`config.mk`:
```
export PLATFORM = sky130hd
export DESIGN_NAME = program_loader_flat
export DESIGN_NICKNAME = d
export VERILOG_FILES = /design/src/rtl/program_loader_if.sv /design/src/rtl/program_loader.sv /design/src/flat_wrapper.sv
export SDC_FILE = /design/constraint.sdc
export NUM_CORES = 1
export LEC_CHECK = 0
export ABC_AREA = 0
export BUFFER_PORTS_ARGS = -buffer_cell sky130_fd_sc_hd__buf_2
export CAP_MARGIN = 20
export CORE_ASPECT_RATIO = 1.1
export CORE_MARGIN = 2
export CORE_UTILIZATION = 35
export DETAILED_ROUTE_END_ITERATION = 7
export SLEW_MARGIN = 20
export SYNTH_ARGS = -nofsm -noshare
export SYNTH_HDL_FRONTEND = slang
export SYNTH_SLANG_ARGS = --single-unit
```
`constraint.sdc`:
```
create_clock -name clk -period 2.55 [get_ports clk]
set_clock_uncertainty 0.05 [all_clocks]
set_input_delay 0.1275 -clock clk [delete_from_list [all_inputs] [get_ports clk]]
set_output_delay 0.1275 -clock clk [all_outputs]
set_load 0.01 [all_outputs]
```
`src/rtl/program_loader_if.sv`:
```
// Byte-stream ingress and instruction-memory write port of the boot program loader.
interface program_loader_if;
   logic        start;
   logic        byte_valid;
   logic [7:0]  byte_data;
   logic        byte_ready;
   logic        im_wren;
   logic [31:0] im_waddr;
   logic [31:0] im_wdata;
   logic        cpu_run;
   logic        load_error;

   modport master (
      output start, byte_valid, byte_data,
      input  byte_ready, im_wren, im_waddr, im_wdata, cpu_run, load_error
   );

   modport slave (
      input  start, byte_valid, byte_data,
      output byte_ready, im_wren, im_waddr, im_wdata, cpu_run, load_error
   );
endinterface

```
`src/rtl/program_loader.sv`:
```
// Boot loader: parses a length-prefixed, XOR-checksummed byte image into 32-bit
// instruction-memory writes and releases the CPU only after the checksum matches.
module program_loader #(
   parameter int unsigned ADDR_WIDTH = 8
) (
   input  logic             clk,
   input  logic             rst,
   program_loader_if.slave  bus
);

   localparam int unsigned CNT_W     = 16;
   localparam int unsigned MAX_WORDS = 32'd1 << ADDR_WIDTH;

   typedef enum logic [2:0] {
      S_LEN0 = 3'd0,
      S_LEN1 = 3'd1,
      S_DATA = 3'd2,
      S_CSUM = 3'd3,
      S_DONE = 3'd4,
      S_ERR  = 3'd5
   } state_e;

   state_e                  state_q, state_d;
   logic [1:0]              byte_cnt_q, byte_cnt_d;
   logic [ADDR_WIDTH-1:0]   idx_q, idx_d;
   logic [CNT_W-1:0]        count_q, count_d;
   logic [7:0]              csum_q, csum_d;
   logic [31:0]             word_q, word_d;
   logic                    im_wren_q, im_wren_d;
   logic [31:0]             im_waddr_q, im_waddr_d;
   logic [31:0]             im_wdata_q, im_wdata_d;

   logic                    accepting;
   logic                    accept;
   logic [CNT_W-1:0]        len_full;
   logic                    last_word;

   // Stream is only taken while parsing, never in the start cycle or under reset.
   assign accepting      = (state_q == S_LEN0) || (state_q == S_LEN1) ||
                           (state_q == S_DATA) || (state_q == S_CSUM);
   assign bus.byte_ready = rst && !bus.start && accepting;
   assign accept         = bus.byte_valid && bus.byte_ready;

   assign bus.im_wren    = im_wren_q;
   assign bus.im_waddr   = im_waddr_q;
   assign bus.im_wdata   = im_wdata_q;
   assign bus.cpu_run    = (state_q == S_DONE);
   assign bus.load_error = (state_q == S_ERR);

   assign len_full  = {bus.byte_data, count_q[7:0]};
   assign last_word = (32'(idx_q) == (32'(count_q) - 32'd1));

   always_ff @(posedge clk or negedge rst) begin
      if (!rst) begin
         state_q    <= S_LEN0;
         byte_cnt_q <= 2'd0;
         idx_q      <= '0;
         count_q    <= '0;
         csum_q     <= 8'd0;
         word_q     <= 32'd0;
         im_wren_q  <= 1'b0;
         im_waddr_q <= 32'd0;
         im_wdata_q <= 32'd0;
      end else begin
         state_q    <= state_d;
         byte_cnt_q <= byte_cnt_d;
         idx_q      <= idx_d;
         count_q    <= count_d;
         csum_q     <= csum_d;
         word_q     <= word_d;
         im_wren_q  <= im_wren_d;
         im_waddr_q <= im_waddr_d;
         im_wdata_q <= im_wdata_d;
      end
   end

   always_comb begin
      state_d    = state_q;
      byte_cnt_d = byte_cnt_q;
      idx_d      = idx_q;
      count_d    = count_q;
      csum_d     = csum_q;
      word_d     = word_q;
      im_wren_d  = 1'b0;
      im_waddr_d = im_waddr_q;
      im_wdata_d = im_wdata_q;

      if (bus.start) begin
         // A write registered last cycle still drains; everything else restarts.
         state_d    = S_LEN0;
         byte_cnt_d = 2'd0;
         idx_d      = '0;
         count_d    = '0;
         csum_d     = 8'd0;
         word_d     = 32'd0;
      end else if (accept) begin
         csum_d = csum_q ^ bus.byte_data;
         unique case (state_q)
            S_LEN0: begin
               count_d[7:0] = bus.byte_data;
               state_d      = S_LEN1;
            end
            S_LEN1: begin
               count_d = len_full;
               if (len_full == '0) begin
                  state_d = S_CSUM;
               end else if (32'(len_full) > MAX_WORDS) begin
                  state_d = S_ERR;
               end else begin
                  state_d = S_DATA;
               end
            end
            S_DATA: begin
               word_d[{byte_cnt_q, 3'b000} +: 8] = bus.byte_data;
               byte_cnt_d = byte_cnt_q + 2'd1;
               if (byte_cnt_q == 2'd3) begin
                  im_wren_d  = 1'b1;
                  im_waddr_d = 32'(idx_q) << 2;
                  im_wdata_d = {bus.byte_data, word_q[23:0]};
                  if (last_word) begin
                     state_d = S_CSUM;
                  end else begin
                     idx_d = idx_q + ADDR_WIDTH'(1);
                  end
               end
            end
            S_CSUM: begin
               // The checksum byte itself is not folded into the accumulator.
               csum_d  = csum_q;
               state_d = (bus.byte_data == csum_q) ? S_DONE : S_ERR;
            end
            default: begin
            end
         endcase
      end
   end

endmodule
```
`src/flat_wrapper.sv`:
```
// flat-port wrapper written by rule: the top's interface ports become plain ports
module program_loader_flat 
#(
   parameter int unsigned ADDR_WIDTH = 8
)
  (clk, rst, bus_start, bus_byte_valid, bus_byte_data, bus_byte_ready, bus_im_wren, bus_im_waddr, bus_im_wdata, bus_cpu_run, bus_load_error);
  program_loader_if bus_i ();
  input  logic clk;
  input  logic rst;
  input wire logic [$bits(bus_i.start)-1:0] bus_start;
  input wire logic [$bits(bus_i.byte_valid)-1:0] bus_byte_valid;
  input wire logic [$bits(bus_i.byte_data)-1:0] bus_byte_data;
  output wire logic [$bits(bus_i.byte_ready)-1:0] bus_byte_ready;
  output wire logic [$bits(bus_i.im_wren)-1:0] bus_im_wren;
  output wire logic [$bits(bus_i.im_waddr)-1:0] bus_im_waddr;
  output wire logic [$bits(bus_i.im_wdata)-1:0] bus_im_wdata;
  output wire logic [$bits(bus_i.cpu_run)-1:0] bus_cpu_run;
  output wire logic [$bits(bus_i.load_error)-1:0] bus_load_error;
  assign bus_i.start = bus_start;
  assign bus_i.byte_valid = bus_byte_valid;
  assign bus_i.byte_data = bus_byte_data;
  assign bus_byte_ready = bus_i.byte_ready;
  assign bus_im_wren = bus_i.im_wren;
  assign bus_im_waddr = bus_i.im_waddr;
  assign bus_im_wdata = bus_i.im_wdata;
  assign bus_cpu_run = bus_i.cpu_run;
  assign bus_load_error = bus_i.load_error;
  program_loader #(.ADDR_WIDTH(ADDR_WIDTH)) u_core (.clk(clk), .rst(rst), .bus(bus_i));
endmodule
```
=== Yosys cells after proc, flatten, opt, wreduce, memory -nomap -nowiden ===
Cells that the tools add are included.

* Output and inout port bits: 68
* Logic and storage cells: 84
* Bits in registers: 110

* Bitwise logic cells: 2
* Reduce and logical (&&, ||, !) cells: 22
* $lt $le $gt $ge: 1
* Shift operators: 2
* Add/sub/neg operators: 4
* Muxes and demuxes: 31
* Eq/ne operators: 12

{| class="wikitable"
|+ Operator list
! operator !! number
|-
| $mux 32 || 3
|-
| $mux 8 || 10
|-
| $bwmux 32 || 1
|-
| $eq 8x32->1 || 1
|-
| $mux 16 || 2
|-
| $shift 8x7->32 const A || 1
|-
| $shiftx 8x7->32 || 1
|-
| $mux 3 || 6
|-
| $sub 16x1->17 const B || 1
|-
| $gt 16x9->1 const B || 1
|-
| $logic_not 16->1 || 1
|-
| $pmux 3 s4 || 1
|-
| $reduce_and 4->1 || 3
|-
| $reduce_bool 2->1 || 5
|-
| $add 8x1->8 const B || 1
|-
| $eq 8x8->1 || 1
|-
| $reduce_and 2->1 || 4
|-
| $xor 8x8->8 || 1
|-
| $neg 5->7 || 1
|-
| $eq 3x2->1 const B || 2
|-
| $eq 3x3->1 const B || 2
|-
| $mux 2 || 3
|-
| $mux 1 || 5
|-
| $reduce_bool 5->1 || 1
|-
| other kinds (11) || 16
|}

=== Longest topological paths before layout ===
* Depth in word-level cells: 8
* Gate-level depth with buffers: 12

=== Worst setup path after synthesis ===
Ideal clock, no wire load.

* Kind: flip-flop to flip-flop
* Start point: register u_core.count_q[0]
* End point: register u_core.idx_q[1]
* Arrival time: 2.495 ns
* Period minus slack after synthesis: 2.674 ns
* Required time: 2.371 ns
* Setup slack: -0.124 ns
* Stages on the path, launching flop included: 11
* Path buffers: 1
* Cells stage by stage: dfrtp_1 > inv_1 > ha_1 > nor3b_1 > nand2_1 > a2111oi_2 > nand4_1 > o31ai_2 > buf_6 > mux2i_1 > nor2_1

* Cells in the longest elaborated chain, start to end: 4

{| class="wikitable"
|+ Ends and longest elaborated chain
! what !! RTL line !! source
|-
| from (decl) || program_loader.sv:26 || <nowiki>logic [CNT_W-1:0] count_q, count_d;</nowiki>
|-
| from (signal assigned) || program_loader.sv:68 || <nowiki>count_q <= count_d;</nowiki>
|-
| $sub 16x1->17 || program_loader.sv:51 || <nowiki>assign last_word = (32'(idx_q) == (32'(count_q) - 32'd1));</nowiki>
|-
| $eq 8x32->1 || program_loader.sv:51 ||
|-
| $ne 2x2->1 (no source line) || -- ||
|-
| $reduce_and 4->1 (no source line) || -- ||
|-
| to (signal assigned) || program_loader.sv:67 || <nowiki>idx_q <= idx_d;</nowiki>
|-
| to (decl) || program_loader.sv:25 || <nowiki>logic [ADDR_WIDTH-1:0] idx_q, idx_d;</nowiki>
|}

No other way between the ends.
A chain may end at the register's enable or synchronous reset.

=== Worst setup path after layout ===
* Start point: register u_core.count_q[1]
* End point: register u_core.idx_q[6]

The elaborated chain is that of the path after synthesis.

==> key figures <==
Setup path
  • Worst setup EP type: flop
  • Worst path slowest cell: or4_4
  • FF-to-FF Start: u_core.count_q[1]
  • Cell Chain, Critical Path: buf_6 > or4_4 > buf_4 > o21ai_0 > a22oi_1 > o2111ai_2 > o31ai_4 > or4_4 > a21oi_2
  • Sum of buffers and inverters on the critical path: 2
  • Critical Path Start: u_core.count_q[1]
  • CP max stage delay: 540 ps
  • CP delay by family, top: simple AND/OR/NAND/NOR gates
  • Critical path class: reg -> reg
  • Most common cell type on the critical path: or4_4
  • Flop2flop setup slack: -70 ps
  • Worst Path Max Fanout: 6
  • Arr. time, crit path: 2850 ps
  • Setup crit start kind: flop
  • CP Data Required Time: 2780 ps

Yosys
  • Synth Cell Area: 5130 µm²
  • Top_reg_cell synth: dfrtp_1
  • Yosys warns: 0
  • Mapped Avg Cell Area: 8.89 µm²
  • Synth area leader: dfrtp_1
  • Synth top area share: 49.8%
  • Number of enable flip-flop cells after synthesis: 0
  • Top-count cell post-synth: nand2_1
  • Synth cell count leaders: nand2_1, dfrtp_1, o21ai_0, buf_4, clkbuf_1
  • Post-synthesis sequential area ratio: 49.8%
  • Post-Syn Instances: 577
  • Top cells by area, synth: dfrtp_1, nand2_1, o21ai_0, buf_4, ha_1
  • Synth Register Bits: 102
  • Asr flop ratio synth: 100%
  • Cell variety after synth: 58

Final layout
  • Finished Layout Cells: 834
  • Sequential Area: 2550 µm²
  • Layout net count: 656
  • Final core utilization: 41.7%
  • Design Area, Final: 6000 µm²
  • Antenna Cells: 0
  • Multi-input logic area: 2320 µm²
  • Filler Cells Inserted: 1,438
  • Layout cell share with drive strength beyond 1: 19.6%
  • Area Overhead vs Synth: 16.9%

Placed design
  • RePlAce Congestion: 0.925
  • Final HPWL DP: 8250 µm
  • Inst Count DP: 815
  • Placed instance area: 5570 µm²
  • PortBufs: 55

Timing
  • Unrepaired setup endpoints after global routing: yes
  • Slew margin rel.: 34.8%
  • Setup ws final: -71.5 ps
  • Count of final hold-check violations: 0
  • Achievable Freq: 381 MHz
  • Slew @ Worst Pin: 978 ps
  • Tcrit/Tclk final: 103%
  • Period minus WS final: 2620 ps
  • Slew Limit Fails: 0
  • Final setup violation count: 7

Route
  • DR pass1 iterations: 4
  • Initial drt markers: 410
  • WL final: 12,500 µm
  • DRC errors left: 0
  • Routed Antenna Nets: 0
  • DR WL/cell: 15.0 µm
  • Vias: 4,104
  • Drt via density: 4.92

Run status
  • Status: complete, but fails checks
  • Failing checks: setup timing

Floorplan
  • Row count: 46
  • Core Region: 14,400 µm²
  • Die height: 131 µm
  • Die width: 119 µm
  • Ports: 80
  • Starting density of the core: 35.6%
  • Die Area: 15,600 µm²

Clock tree
  • Clock transition at path regs: 70 ps
  • Clock root buffer: clkbuf_16
  • Clk buf depth: 2
  • CTS sink cnt: 102
  • Cts bufs inserted: 9
  • Clk_lat worst skew: 340 ps
  • CTS tree: done
  • CTS H-tree depth: 3

Worst hold path
  • Worst Min Path Start: bus_byte_data[6]
  • Hold WC Path Type: in -> reg

Pwr
  • Pwr dens: 583 nW/µm²
  • Maximum VDD drop: 0.336 mV
  • Pleak: 2.93 nW

Flow run
  • MaxCap Viol Count: 0

Global route
  • Largest net degree at the start of global routing: 75
  • Gr usage total: 16.2%
  • First-pass GRT wire length: 19,900 µm
  • Vias in the first global route: 3,941
  • GRT Residual Overflow: 0
  • Antenna violations before repair: 0
## sequential cells by signal, indices dropped and copies added (netlist names)
name and count:
u_core.bus.im_waddr 8, u_core.bus.im_wdata 32, u_core.bus.im_wren 1, u_core.byte_cnt_q 2
u_core.count_q 16, u_core.csum_q 8, u_core.idx_q 8, u_core.state_q 3
u_core.word_q 24
## logic make-up after synthesis
group	after synthesis	synth area share, %
AO/OA/AOI/OAI	104	12.7
XOR/XNOR	15	2.56
adder cells (fa/ha/maj)	7	1.71
buffers and inverters	77	8.51
flip-flops	102	49.8
multiplexers	3	0.586
other	1	0.0731
AND/OR/NAND/NOR	268	24.1
## layer usage
metal / GRT usage, % / share of wire, % / up-vias
met2: 26.4 / 48 / 102
met5: 0 / 0 / -
met3: 3.26 / 4.2 / 22
met1: 20.6 / 45 / 1969
li1: - / - / 2011
met4: 8.30 / 2.7 / 0
## layout make-up
class / count / area share [%]
clock buffers: 11 / 4.05
clock inverters: 5 / 1.08
inverters: 19 / 1.19
multi-input cells: 421 / 38.6
flip-flops and latches: 102 / 42.6
well taps: 192 / 4.01
repair buffers: 84 / 8.49
## stage by stage
stage               setup TNS (ps)  worst slack, ps  hold slack (ps)  total power (W)
global route                 -1680             -211             89.8          0.00364
finish                        -261            -71.5             87.3          0.00349
detailed placement            -732             -165              168          0.00206
global placement             -52.2            -39.4              166          0.00206
floorplan                        0             13.5             -218          0.00196
CTS                          -90.1            -31.7             78.8          0.00351
## cells in the final DEF, fill, tap and decap left out, types with 4 or more instances in the layout
cell type and n:
nand3b_1 11, inv_1 16, xor2_1 7, nand3_1 8, nand2b_1 13, nand4_1 9
buf_2 54, o21ai_0 54, clkbuf_16 9, a21oi_1 13, a22o_1 8, nor4_1 7
dfrtp_1 102, xnor2_1 7, conb_1 24, buf_4 26, nor3_1 8, o31ai_1 4
ha_1 6, nand2_1 176, or3_1 4, nor2_1 12
## final timing paths
| kind | to | depth (start not counted) |
|---|---|---|
| setup / recovery | u_core.idx_q[6] | 9 |
| hold / removal | u_core.bus.im_wdata[30] | 3 |
| setup reg to reg | u_core.idx_q[6] | 9 |
| hold reg to reg | u_core.bus.im_wdata[3] | 2 |
| max in group asynchronous | u_core.bus.im_wdata[1] | 4 |
| min in group asynchronous | u_core.bus.im_waddr[2] | 3 |
## timing repair
action / CTS / global route
buffers inserted: 2 / 0
hold endpoints to repair: 28 / 0
setup endpoints to repair: 8 / 17
hold buffers: 1 / 0
gates resized for setup: 6 / 14
pin swaps: 6 / 8
## tightest hold or removal path, delay by kind of cell
kind	cells	cell delay, ps
AND/OR/NAND/NOR	2	130
buffers and inverters	1	180
## power breakdown
group | switching [W] | leakage (nW) | internal (W)
Combinational | 0.000242 | 1.38 | 0.000150
Clock | 0.000623 | 0.144 | 0.000799
Sequential | 0.0000320 | 1.41 | 0.00165
Total | 0.000897 | 2.93 | 0.00260
Note: power is estimated with default switching activity, not from simulation.
